### config.mk
export PLATFORM = sky130hd
export DESIGN_NAME = mac_tx_frame
export DESIGN_NICKNAME = d
export VERILOG_FILES = /design/src/rtl/mac_tx_pkg.sv /design/src/rtl/crc32_d8.sv /design/src/rtl/mac_tx_frame.sv
export SDC_FILE = /design/constraint.sdc
export NUM_CORES = 1
export LEC_CHECK = 0
export ABC_AREA = 0
export CAP_MARGIN = 30
export CORE_UTILIZATION = 46
export DETAILED_ROUTE_END_ITERATION = 8
export MAX_ROUTING_LAYER = met4
export PLACE_DENSITY = 0.73
export SLEW_MARGIN = 25
export SYNTH_ARGS = -nofsm -noshare
export SYNTH_HDL_FRONTEND = slang
export SYNTH_SLANG_ARGS = --single-unit
### constraint.sdc
create_clock -name clk -period 3.2 [get_ports clk]
set_clock_uncertainty 0.2 [all_clocks]
set_input_delay 0.64 -clock clk [delete_from_list [all_inputs] [get_ports clk]]
set_output_delay 0.64 -clock clk [all_outputs]
set_load 0.005 [all_outputs]
### src/rtl/mac_tx_pkg.sv
// Shared types and constants for the GMII transmit framer.
package mac_tx_pkg;

   typedef enum logic [2:0] {
      ST_IDLE,
      ST_LEN,
      ST_PRE,
      ST_SFD,
      ST_DATA,
      ST_PAD,
      ST_FCS,
      ST_IFG
   } state_e;

   localparam int unsigned PREAMBLE_LEN  = 7;
   localparam int unsigned IFG_LEN       = 12;
   localparam int unsigned MIN_FRAME_LEN = 60;
   localparam int unsigned FCS_LEN       = 4;

   localparam logic [7:0]  PREAMBLE_BYTE = 8'h55;
   localparam logic [7:0]  SFD_BYTE      = 8'hD5;
   localparam logic [31:0] CRC32_INIT    = 32'hFFFF_FFFF;
   localparam logic [31:0] CRC32_POLY    = 32'hEDB8_8320;

endpackage

### src/rtl/crc32_d8.sv
// Byte-per-cycle reflected CRC-32 (IEEE 802.3); init has priority over enable.
module crc32_d8
   import mac_tx_pkg::*;
(
   input  logic        clk,
   input  logic        rst,
   input  logic        init_i,
   input  logic        en_i,
   input  logic [7:0]  data_i,
   output logic [31:0] crc_o
);

   logic [31:0] crc_q, crc_d;

   always_comb begin
      crc_d = crc_q;
      if (init_i) begin
         crc_d = CRC32_INIT;
      end else if (en_i) begin
         crc_d = crc_q ^ {24'h0, data_i};
         for (int i = 0; i < 8; i++) begin
            crc_d = crc_d[0] ? ((crc_d >> 1) ^ CRC32_POLY) : (crc_d >> 1);
         end
      end
   end

   always_ff @(posedge clk) begin
      if (rst) crc_q <= CRC32_INIT;
      else     crc_q <= crc_d;
   end

   assign crc_o = crc_q;

endmodule

### src/rtl/mac_tx_frame.sv
// GMII transmit framer: descriptor pop, preamble/SFD, payload, optional pad+FCS, IFG.
// Define MAC_TX_CRC_GEN_EN to enable padding to 60 bytes and FCS generation.
module mac_tx_frame
   import mac_tx_pkg::*;
(
   input  logic        clk,
   input  logic        rst,
   output logic        ptr_fifo_rd,
   input  logic [15:0] ptr_fifo_dout,
   input  logic        ptr_fifo_empty,
   output logic        data_fifo_rd,
   input  logic [7:0]  data_fifo_dout,
   input  logic        tx_pause,
   output logic        gmii_tx_en,
   output logic [7:0]  gmii_txd,
   output logic [15:0] tx_frame_cnt
);

   state_e      state_q, state_d;
   logic [11:0] len_q, len_d;
   logic [11:0] cnt_q, cnt_d;
   logic        tx_en_q, tx_en_d;
   logic [7:0]  txd_q, txd_d;
   logic [15:0] frm_cnt_q, frm_cnt_d;
   logic        ptr_rd_c, data_rd_c;
   logic        unused_desc_bits;

   assign unused_desc_bits = ^ptr_fifo_dout[15:12];

`ifdef MAC_TX_CRC_GEN_EN
   logic        crc_init, crc_en;
   logic [7:0]  crc_byte;
   logic [31:0] crc_val, fcs;

   assign fcs = ~crc_val;

   crc32_d8 u_crc (
      .clk    (clk),
      .rst    (rst),
      .init_i (crc_init),
      .en_i   (crc_en),
      .data_i (crc_byte),
      .crc_o  (crc_val)
   );
`endif

   always_comb begin
      state_d   = state_q;
      len_d     = len_q;
      cnt_d     = cnt_q;
      tx_en_d   = 1'b0;
      txd_d     = 8'h00;
      frm_cnt_d = frm_cnt_q;
      ptr_rd_c  = 1'b0;
      data_rd_c = 1'b0;
`ifdef MAC_TX_CRC_GEN_EN
      crc_init  = 1'b0;
      crc_en    = 1'b0;
      crc_byte  = data_fifo_dout;
`endif
      case (state_q)
         ST_IDLE: begin
            cnt_d = '0;
            if (!ptr_fifo_empty && !tx_pause) begin
               ptr_rd_c = 1'b1;
               state_d  = ST_LEN;
            end
         end
         ST_LEN: begin
            len_d   = ptr_fifo_dout[11:0];
            cnt_d   = '0;
            state_d = (ptr_fifo_dout[11:0] == 12'd0) ? ST_IDLE : ST_PRE;
         end
         ST_PRE: begin
            tx_en_d = 1'b1;
            txd_d   = PREAMBLE_BYTE;
            if (cnt_q == 12'(PREAMBLE_LEN - 1)) begin
               cnt_d   = '0;
               state_d = ST_SFD;
            end else begin
               cnt_d = cnt_q + 12'd1;
            end
         end
         ST_SFD: begin
            // First payload pop happens here so byte 0 is on dout in the first DATA cycle.
            tx_en_d   = 1'b1;
            txd_d     = SFD_BYTE;
            data_rd_c = 1'b1;
            cnt_d     = '0;
            state_d   = ST_DATA;
`ifdef MAC_TX_CRC_GEN_EN
            crc_init  = 1'b1;
`endif
         end
         ST_DATA: begin
            tx_en_d   = 1'b1;
            txd_d     = data_fifo_dout;
            data_rd_c = (cnt_q != len_q - 12'd1);
`ifdef MAC_TX_CRC_GEN_EN
            crc_en    = 1'b1;
`endif
            if (cnt_q == len_q - 12'd1) begin
`ifdef MAC_TX_CRC_GEN_EN
               if (len_q < 12'(MIN_FRAME_LEN)) begin
                  cnt_d   = cnt_q + 12'd1;
                  state_d = ST_PAD;
               end else begin
                  cnt_d   = '0;
                  state_d = ST_FCS;
               end
`else
               cnt_d   = '0;
               state_d = ST_IFG;
`endif
            end else begin
               cnt_d = cnt_q + 12'd1;
            end
         end
`ifdef MAC_TX_CRC_GEN_EN
         ST_PAD: begin
            // Counter keeps running from len, so PAD ends at the 60th byte position.
            tx_en_d  = 1'b1;
            crc_en   = 1'b1;
            crc_byte = 8'h00;
            if (cnt_q == 12'(MIN_FRAME_LEN - 1)) begin
               cnt_d   = '0;
               state_d = ST_FCS;
            end else begin
               cnt_d = cnt_q + 12'd1;
            end
         end
         ST_FCS: begin
            tx_en_d = 1'b1;
            txd_d   = 8'(fcs >> {cnt_q[1:0], 3'b000});
            if (cnt_q == 12'(FCS_LEN - 1)) begin
               cnt_d   = '0;
               state_d = ST_IFG;
            end else begin
               cnt_d = cnt_q + 12'd1;
            end
         end
`endif
         ST_IFG: begin
            if (cnt_q == 12'(IFG_LEN - 1)) begin
               cnt_d     = '0;
               frm_cnt_d = frm_cnt_q + 16'd1;
               state_d   = ST_IDLE;
            end else begin
               cnt_d = cnt_q + 12'd1;
            end
         end
         default: begin
            cnt_d   = '0;
            state_d = ST_IDLE;
         end
      endcase
   end

   always_ff @(posedge clk) begin
      if (rst) begin
         state_q   <= ST_IDLE;
         len_q     <= '0;
         cnt_q     <= '0;
         tx_en_q   <= 1'b0;
         txd_q     <= 8'h00;
         frm_cnt_q <= '0;
      end else begin
         state_q   <= state_d;
         len_q     <= len_d;
         cnt_q     <= cnt_d;
         tx_en_q   <= tx_en_d;
         txd_q     <= txd_d;
         frm_cnt_q <= frm_cnt_d;
      end
   end

   // FIFO pops are combinational from state; hold them off while reset is asserted.
   assign ptr_fifo_rd  = ptr_rd_c  & ~rst;
   assign data_fifo_rd = data_rd_c & ~rst;
   assign gmii_tx_en   = tx_en_q;
   assign gmii_txd     = txd_q;
   assign tx_frame_cnt = frm_cnt_q;

endmodule

==> run_results.csv, run 1 <==
group,metric,value,unit
outcome,status,"finished, final reports clean",
finish,fin_nets,415,
setup_path,cp-startpoint,"len_q[1]$_SDFFE_PP0N_",
setup_path,endpoint,"data_fifo_rd",
clock_network,clock_tree.root_cell,"clkbuf_8",
global_routing,grt_pass1_vias,2240,
pwr,p_total,1.46,mW
logic_synthesis,synth_edf_count,0,
logic_synthesis,synth_mux_area_share,0.379,%
routing,wirelength,6030,um
setup_path,cp_slowest_cell,"or3_4",
placed_design,place_hpwl,4230,um
die,die_h,77.8,um
global_routing,grt_start_max_net_pins,29,
routing,drtIter0Drc,123,
clock_network,cts.htree.levels,2,
sta,fin_crit_sh,97.7,%
clock_network,clock-sinks,52,
logic_synthesis,synth_area,2640,sq um
logic_synthesis,synth_fa_ha_area_share,1.90,%
logic_synthesis,synth_top_area_share,39.4,%
logic_synthesis,synth-xor-area-share,11.6,%
sta,finalSetupViolCount,0,
sta,tns,0,ns
job,cap_violations,0,
logic_synthesis,yosysTopAreaCell,"dfxtp_1",
logic_synthesis,ys_warn_count,0,
finish,antenna_cells,0,
die,start_util,47.9,%
logic_synthesis,synth_compound_area_share,12.1,%
setup_path,start_kind,"flip-flop",
routing,route.vias.total,2392,
die,fp.dieArea,6050,sq um
die,die_w,77.8,um
pwr,power.leakage,1.30,nW
finish,drive_gt1_share,16.4,%
pwr,p_clk_share,35.7,%
placed_design,pre_cts_ws,-0.185,ns
finish,multi_input_area,1550,sq um
setup_path,r2r_cells,12,
setup_path,required,2.36,ns
setup_path,cp.arrival,2.29,ns
pwr,p_sw,0.358,mW
clock_network,cts_hold_buf,0,
placed_design,port_buffers,50,
sta,rsz0062_at_grt,"yes",
clock_network,cts_max_path_buffers,2,
logic_synthesis,ys.flop_type,"dfxtp_1",
logic_synthesis,synth_top_family_by_area,"simple AND/OR/NAND/NOR gates",
logic_synthesis,async_flop_share,0,%
setup_path,r2r_end,"cnt_q[7]$_SDFF_PP0_",
logic_synthesis,netlist_instances,317,
placed_design,gp_congestion,0.879,
finish,fillers,491,
setup_path,crit_type,"flip-flop to output port",
pwr,p_per_area,414,nW/um^2
routing,ant_nets,0,
die,ioPinCount,55,
logic_synthesis,netlist_top_cells_count,"52 x dfxtp_1, 50 x nand2_1, 25 x nor2_1",
sta,max-slew-margin-rel,71.6,%
setup_path,crit_path_end_kind,"output port",
sta,tightest_slew,0.426,ns
setup_path,rr_startpoint,"len_q[1]$_SDFFE_PP0N_",
logic_synthesis,yosysMostFrequentCell,"dfxtp_1",
logic_synthesis,ys_seq_area_share,39.4,%
sta,maxSlewViolCount,0,
logic_synthesis,synth.area.top_cells,"dfxtp_1 39%, xor2_1 7.6%, nand2_1 7.1%",
setup_path,path_cells,"inv_2, ha_4, nand2_2, or3_4, a2111oi_4, buf_4, nand4_1, o31ai_2, o21ai_1, buf_2",
pwr,ir_worst_vdd,211,uV
sta,layout_setup_ws,0.0745,ns
global_routing,track_usage,21.5,%
logic_synthesis,synthesis.nets,349,
sta,whs,0.292,ns
logic_synthesis,synth-simple-area-share,30.1,%
pwr,netSwitchingFraction,24.5,%
global_routing,grt_pass1_wl,10200,um
logic_synthesis,synth_cell_type_count,51,
clock_network,tritoncts,"built",
setup_path,path_max_fanout,2,
finish,syn_to_final_growth,33.6,%
sta,fmax,0.320,GHz
setup_path,r2r_setup_slack,0.58,ns
global_routing,antenna_found_initial,0,
clock_network,clk_latency,0.30,ns
sta,min_period,3.13,ns
global_routing,grt_overflow,0,
pwr,seq_power_share,47.2,%
finish,seqCellArea,1040,sq um
clock_network,clkTransAtPathRegs,0.09,ns
pwr,internal_power,1.10,mW
routing,detail_route.vias_per_cell,5.26,
die,coreArea,5510,sq um
sta,hold_violations,0,
routing,post_drt_wl_per_cell,13.2,um
die,row_count,27,
pwr,pwr-share-comb,17.1,%
hold_path,hp-class,"flip-flop to flip-flop",
clock_network,cts_made_buffers,5,
finish,final_util,64.0,%
setup_path,max_stage_delay,0.34,ns
routing,first_pass_iters,4,
routing,drc,0,
logic_synthesis,syn_area_per_cell,8.33,sq um
logic_synthesis,synth.ff_latch_count,52,
## through the flow
step	cell area [sq um]	cells
detailed placement	3310	446
global route	3530	455
floorplan	2640	317
CTS	3480	455
finish	3530	455
global placement	3310	446
## power by group through the flow
stage               Clock [mW]  Combinational (mW)  Sequential, mW
floorplan                    0               0.148           0.694
global placement             0               0.224           0.703
detailed placement           0               0.227           0.703
CTS                      0.528               0.233           0.689
global route             0.554               0.276           0.694
finish                   0.522               0.249           0.690
## layer usage
metal  global-route usage [%]  part of all wire, %  vias up  wire, um
li1                         -                    -     1237         -
met5                        -                    0        -         0
met3                     4.35                  3.7        5       223
met1                     27.8                   48     1107      2870
met2                     34.5                   48       43      2880
met4                     5.09                 0.96        0        58
## timing repair
action	4_1_cts	5_1_grt
endpoints found under the hold margin	0	0
setup buffers	2	0
pin swaps	5	5
gates resized for setup	15	13
setup endpoints to repair	1	1
## area by class of cell
type | count | share of cell area, %
clock inverter | 2 | 1.70
sequential | 52 | 29.6
multi-input combinational | 243 | 44.0
clock buffer | 5 | 1.95
inverter | 5 | 0.532
timing repair buffer | 76 | 19.6
tap | 72 | 2.56
## kinds of logic (layout without fill, tap and decap cells)
logic type      Yosys count  in the layout
xor+xnor                 35             35
flops                    52             52
simple gates            150            150
compound gates           53             53
buf+inv                  22             88
fa+ha+maj                 4              4
mux                       1              1
## placed cells by master, fill, tap and decap left out, types with 11 or more instances in the layout
cell type         n
nor2_1           24
nor3_1           19
nand4_1          11
dfxtp_1          49
a21oi_1          24
xor2_1           23
nand2_1          49
xnor2_1          11
buf_4            26
clkdlybuf4s50_1  49
## critical path, delay by kind of cell, from the launching register on
| family | cells | cell delay (ns) |
|---|---|---|
| adders and majority gates | 1 | 0.14 |
| AOI/OAI and AO/OA | 3 | 0.63 |
| and+or+nand+nor | 3 | 0.53 |
| DFF | 1 | 0.33 |
| buffers and inverters | 3 | 0.35 |
## worst min path at each step
stage                                             start                             to  slack [ns]  cells after the start
after floorplan                  len_q[11]$_SDFFE_PP0N_         len_q[11]$_SDFFE_PP0N_        0.25                      2
after detailed placement         len_q[11]$_SDFFE_PP0N_         len_q[11]$_SDFFE_PP0N_        0.28                      2
after CTS                        len_q[11]$_SDFFE_PP0N_         len_q[11]$_SDFFE_PP0N_        0.29                      2
after global placement           len_q[11]$_SDFFE_PP0N_         len_q[11]$_SDFFE_PP0N_        0.27                      2
after global routing             len_q[11]$_SDFFE_PP0N_         len_q[11]$_SDFFE_PP0N_        0.32                      2
final                     tx_frame_cnt[15]$_SDFFE_PP0P_  tx_frame_cnt[15]$_SDFFE_PP0P_        0.29                      2
## state kept, by name (all words and copies together), names as in the netlist
name and flops:
tx_frame_cnt 16, cnt_q 12, len_q 12, state_q 3, gmii_txd 8, gmii_tx_en 1
Note: power is estimated with default switching activity, not from simulation.
==> run 2, diff against run 1 <==
--- a/config.mk
+++ b/config.mk
@@ -11,7 +11,6 @@
 export DETAILED_ROUTE_END_ITERATION = 8
 export MAX_ROUTING_LAYER = met4
 export PLACE_DENSITY = 0.73
-export SLEW_MARGIN = 25
 export SYNTH_ARGS = -nofsm -noshare
 export SYNTH_HDL_FRONTEND = slang
 export SYNTH_SLANG_ARGS = --single-unit
==> results of run 2 <==
The final DEF is identical to that of run 1; final timing and power are the same.
